[src/rtl/divider_sequencer.sv]
// Sequential restoring divider, signed/unsigned, one quotient bit per cycle; done after DATA_WIDTH+1 edges.
// Optional macro DIV_ZERO_FAST_EN: a zero divisor skips the iteration phase (done one edge after start).
module divider_sequencer #(
  parameter int DATA_WIDTH = 32
) (
  input  logic                  clk,
  input  logic                  reset_n,
  input  logic                  enable_in,
  input  logic                  is_signed,
  input  logic [DATA_WIDTH-1:0] dividend,
  input  logic [DATA_WIDTH-1:0] divisor,
  output logic [DATA_WIDTH-1:0] quotient,
  output logic [DATA_WIDTH-1:0] remainder,
  output logic                  div_by_zero,
  output logic                  busy,
  output logic                  done
);

  localparam int W  = DATA_WIDTH;
  localparam int CW = $clog2(W);

  typedef enum logic [1:0] {IDLE, ITER, FIX} state_t;

  state_t          state, state_nxt;
  logic [CW-1:0]   cnt;
  logic [W-1:0]    prem;
  logic [W-1:0]    qsh;
  logic [W-1:0]    dvs;
  logic [W-1:0]    orig_dvd;
  logic            neg_q, neg_r, dz;

  logic            sign_a, sign_b;
  logic [W-1:0]    dvd_abs, dvs_abs;
  logic [W:0]      shifted, trial;
  logic            start;

  // Magnitudes by xor with the sign mask then subtracting it; the most negative value maps to 2^(W-1).
  assign sign_a  = is_signed & dividend[W-1];
  assign sign_b  = is_signed & divisor[W-1];
  assign dvd_abs = (dividend ^ {W{sign_a}}) - {W{sign_a}};
  assign dvs_abs = (divisor  ^ {W{sign_b}}) - {W{sign_b}};
  assign start   = (state == IDLE) && enable_in;

  assign shifted = {prem, qsh[W-1]};
  assign trial   = shifted - {1'b0, dvs};

  always_ff @(posedge clk or negedge reset_n) begin
    if (!reset_n) state <= IDLE;
    else          state <= state_nxt;
  end

  always_comb begin
    state_nxt = state;
    case (state)
      IDLE: if (enable_in) begin
`ifdef DIV_ZERO_FAST_EN
        state_nxt = (divisor == '0) ? FIX : ITER;
`else
        state_nxt = ITER;
`endif
      end
      ITER: if (cnt == CW'(W - 1)) state_nxt = FIX;
      FIX:  state_nxt = IDLE;
      default: state_nxt = IDLE;
    endcase
  end

  always_comb begin
    busy = (state != IDLE);
  end

  always_ff @(posedge clk or negedge reset_n) begin
    if (!reset_n) begin
      cnt      <= '0;
      prem     <= '0;
      qsh      <= '0;
      dvs      <= '0;
      orig_dvd <= '0;
      neg_q    <= 1'b0;
      neg_r    <= 1'b0;
      dz       <= 1'b0;
    end else if (start) begin
      cnt      <= '0;
      prem     <= '0;
      qsh      <= dvd_abs;
      dvs      <= dvs_abs;
      orig_dvd <= dividend;
      neg_q    <= sign_a ^ sign_b;
      neg_r    <= sign_a;
      dz       <= (divisor == '0);
    end else if (state == ITER) begin
      // Restore on a negative trial (borrow into bit W), otherwise keep the difference.
      cnt  <= cnt + 1'b1;
      prem <= trial[W] ? shifted[W-1:0] : trial[W-1:0];
      qsh  <= {qsh[W-2:0], ~trial[W]};
    end
  end

  always_ff @(posedge clk or negedge reset_n) begin
    if (!reset_n) begin
      quotient    <= '0;
      remainder   <= '0;
      div_by_zero <= 1'b0;
      done        <= 1'b0;
    end else begin
      done <= (state == FIX);
      if (state == FIX) begin
        quotient    <= dz ? '1       : (neg_q ? -qsh  : qsh);
        remainder   <= dz ? orig_dvd : (neg_r ? -prem : prem);
        div_by_zero <= dz;
      end
    end
  end

endmodule

[config.mk]
export PLATFORM = sky130hd
export DESIGN_NAME = divider_sequencer
export DESIGN_NICKNAME = d
export VERILOG_FILES = /design/src/rtl/divider_sequencer.sv
export SDC_FILE = /design/constraint.sdc
export NUM_CORES = 1
export LEC_CHECK = 0
export CORE_AREA = 10 10 198 200
export CTS_CLUSTER_DIAMETER = 60
export DETAILED_ROUTE_END_ITERATION = 8
export DIE_AREA = 0 0 208 210
export PLACE_DENSITY = 0.61
export SLEW_MARGIN = 10
export SYNTH_ARGS = -nofsm -noshare
export SYNTH_HDL_FRONTEND = slang
export SYNTH_SLANG_ARGS = --single-unit
[constraint.sdc]
create_clock -name clk -period 3.84 [get_ports clk]
set_input_delay 0.576 -clock clk [delete_from_list [all_inputs] [get_ports clk]]
set_output_delay 0.576 -clock clk [all_outputs]
set_load 0.1 [all_outputs]
==> impl_metrics.ini <==
[flow_run]
drv_cap = 0

[drt]
wirelength_mm = 48.4
vias_per_cell = 5.67
wl_per_cell_um = 19.1
firstDrtPassIters = 5
drtIter0Drc = 1100
route.detailed.drc = 0
ant_nets = 0
vias = 14400

[sta]
fin_skew_ns = 0.0222
setup_tns_ns = 0
max_slew.worst_pin.slew_ns = 1.26
rsz0062_at_grt = false
slew_violations = 0
period_minus_slack_ns = 3.49
finalHoldViolations = 0
clock.fmax_mhz = 286
period_share_pct = 90.9
hold_slack_ns = 0.0130
timing.slew.headroom_pct = 16.2
worst_slack_ns = 0.349
setup_viol = 0

[logic_synthesis]
synth_enable_flop_cells = 0
yosys_most_used_dff = dfrtp_1
synth_sequential_area_ratio_pct = 32.6
ys_seq_elements = 204
synth.avg_cell_area_sq_um = 8.01
ys_warn_count = 0
syn_nets = 2117
syn_area_sq_um = 15600
ys_async_sr_fraction_pct = 100
ys_types = 82
netlist_instances = 1952

[global_route]
grt_pass1_vias = 14000
gr-total-overflow = 0
grt_start_max_net_pins = 98
antenna_found_initial = 0
grt.total_usage_pct = 21.3
grt_pass1_wl_mm = 77.9

[die]
core_sq_um = 35200
die_x_um = 208
die_area_sq_um = 43700
io_pins = 135
row_count = 69
floorplan.initialDensity_pct = 44.4
die_h_um = 210

[final_layout]
diodes = 0
final_common_cell = nand2_1
final_cell_mix = nand2_1 (244), dfrtp_1 (203), o21ai_0 (198)
final_cells = 2536
nNetsFinal = 2221
drive_gt1_share_pct = 6.31
utilization_pct = 52.6
area_growth_pct = 18.4

[status]
run_status = finished, final reports clean

[setup_path]
ff2ff_path_depth = 13
critical_path_arrival_ns = 3.90
startpoint = qsh[31]
reg2reg_slack_ns = 0.35
start_kind = register
crit_end = prem[10]
timing.rr.start = qsh[31]
crit_required_ns = 4.25
crit_fanout = 21
rr_endpoint = prem[10]
path_class = register to register
endpoint_kind = register

[clocking]
cts_setup_buffers = 0
holdBufCountCts = 0
cts_buffer_depth = 3
cts_tree = built
cts_root_buf = clkbuf_16
cts.sinks = 204
clk_pin_slew_ns = 0.06
numCtsBuffers = 27
cts_resized = 0
clock_latency_ns = 0.55
htreeDepth = 1

[hold_path]
hold_path.class = input pin to async pin

[place]
numPortBuffers = 134
pre_cts_ws_ns = 0.0244
post-dp-hpwl_mm = 37.3
dp_cells = 2488
place.gp.congestion = 0.913

[pwr]
pwr_density_cell_nw_per_um2 = 829
peakVddDrop_v = 0.000562
power_leakage_nw = 7.97
[final cells by class]
cell class	count	area, sq um
clock inverters	13	140
clock buffers	35	756
inverters	75	282
well taps	461	577
fillers	3500	16700
flip-flops and latches	204	5110
multi-input cells	1561	9860
repair buffers	187	1810
[through the flow]
step	power (mW)	cell area (sq um)
2_1_floorplan	10.4	15600
3_3_place_gp	12.7	17600
3_5_place_dp	12.8	17600
4_1_cts	15.4	18500
5_1_grt	16.6	18500
6_report	15.4	18500
[worst max-delay path: stages, from the launching register on]
cell and delay [ns]:
dfrtp_1 0.35, inv_1 0.10, ha_1 0.25, fa_1 0.38, nand2b_1 0.20, a21oi_1 0.21
o21ai_1 0.15, o21a_1 0.28, a21o_1 0.25, o21ai_2 0.36, xor2_4 0.28, buf_12 0.23
mux2i_1 0.22, o21ai_1 0.08
[worst min-delay path by stage]
stage | from | cells after the start | slack (ns) | endpoint
final | reset_n | 1 | 0.01 | remainder[9]
after detailed placement | quotient[0] | 2 | 0.46 | quotient[0]
after CTS | reset_n | 1 | 0.04 | remainder[9]
after global placement | quotient[0] | 2 | 0.46 | quotient[0]
after floorplan | reset_n | 0 | 0.28 | cnt[0]
after global routing | reset_n | 1 | 0.05 | remainder[9]
[synthesized netlist by cell type, drive strengths merged (5+ instances only)]
cell	n	share of area, %
nor4	15	0.64
o31ai	23	1.2
o41ai	12	0.72
a32oi	5	0.28
nor3b	5	0.24
or2	7	0.28
a221oi	5	0.32
o21ai	230	7.4
or4	7	0.38
nor3	37	1.2
a21o	25	1.2
o22ai	17	0.68
nor2	162	3.9
a21oi	168	5.4
xnor2	122	6.9
a31oi	20	0.80
inv	74	1.8
o21a	11	0.53
or3	13	0.55
o21bai	8	0.38
nand3	39	1.2
a211oi	9	0.43
a22oi	33	1.6
xor2	76	4.3
dfrtp	204	33
mux2i	30	1.9
nand2	247	5.9
nor2b	22	0.88
and3	12	0.48
o22a	6	0.34
clkbuf	91	2.2
buf	21	0.65
and2	8	0.32
ha	96	7.7
o211ai	8	0.38
nand2b	20	0.85
nand4	13	0.52
a2111oi	5	0.28
[sequential cells by signal (all words and copies together) (netlist names)]
name,cells
qsh,32
neg_q,1
state,2
prem,32
dvs,32
cnt,5
div_by_zero,1
done,1
neg_r,1
remainder,32
orig_dvd,32
dz,1
quotient,32
[kinds of logic after synthesis]
group,after synthesis,synth area share [%]
AO/OA/AOI/OAI,618,23.8
XOR/XNOR,198,11.1
adder cells (fa/ha/maj),97,7.81
buffers and inverters,187,4.63
flip-flops,204,32.6
multiplexers,31,1.99
AND/OR/NAND/NOR,617,18.0
[report_power, final]
part	switching (mW)	total [mW]	leakage [nW]	internal, mW
sequential	0.974	3.98	2.44	3.01
clock	1.00	2.53	0.442	1.53
combinational	5.28	8.85	5.09	3.57
total	7.26	15.4	7.97	8.10
[layer usage]
| layer | vias up | share of wire, % | track usage [%] |
|---|---|---|---|
| met5 | - | 0 | 0 |
| met3 | 53 | 4.7 | 2.50 |
| met1 | 6822 | 49 | 30.6 |
| li1 | 7142 | - | - |
| met4 | 0 | 1.7 | 4.57 |
| met2 | 369 | 45 | 33.8 |
Power figures use the tool's default switching activity.
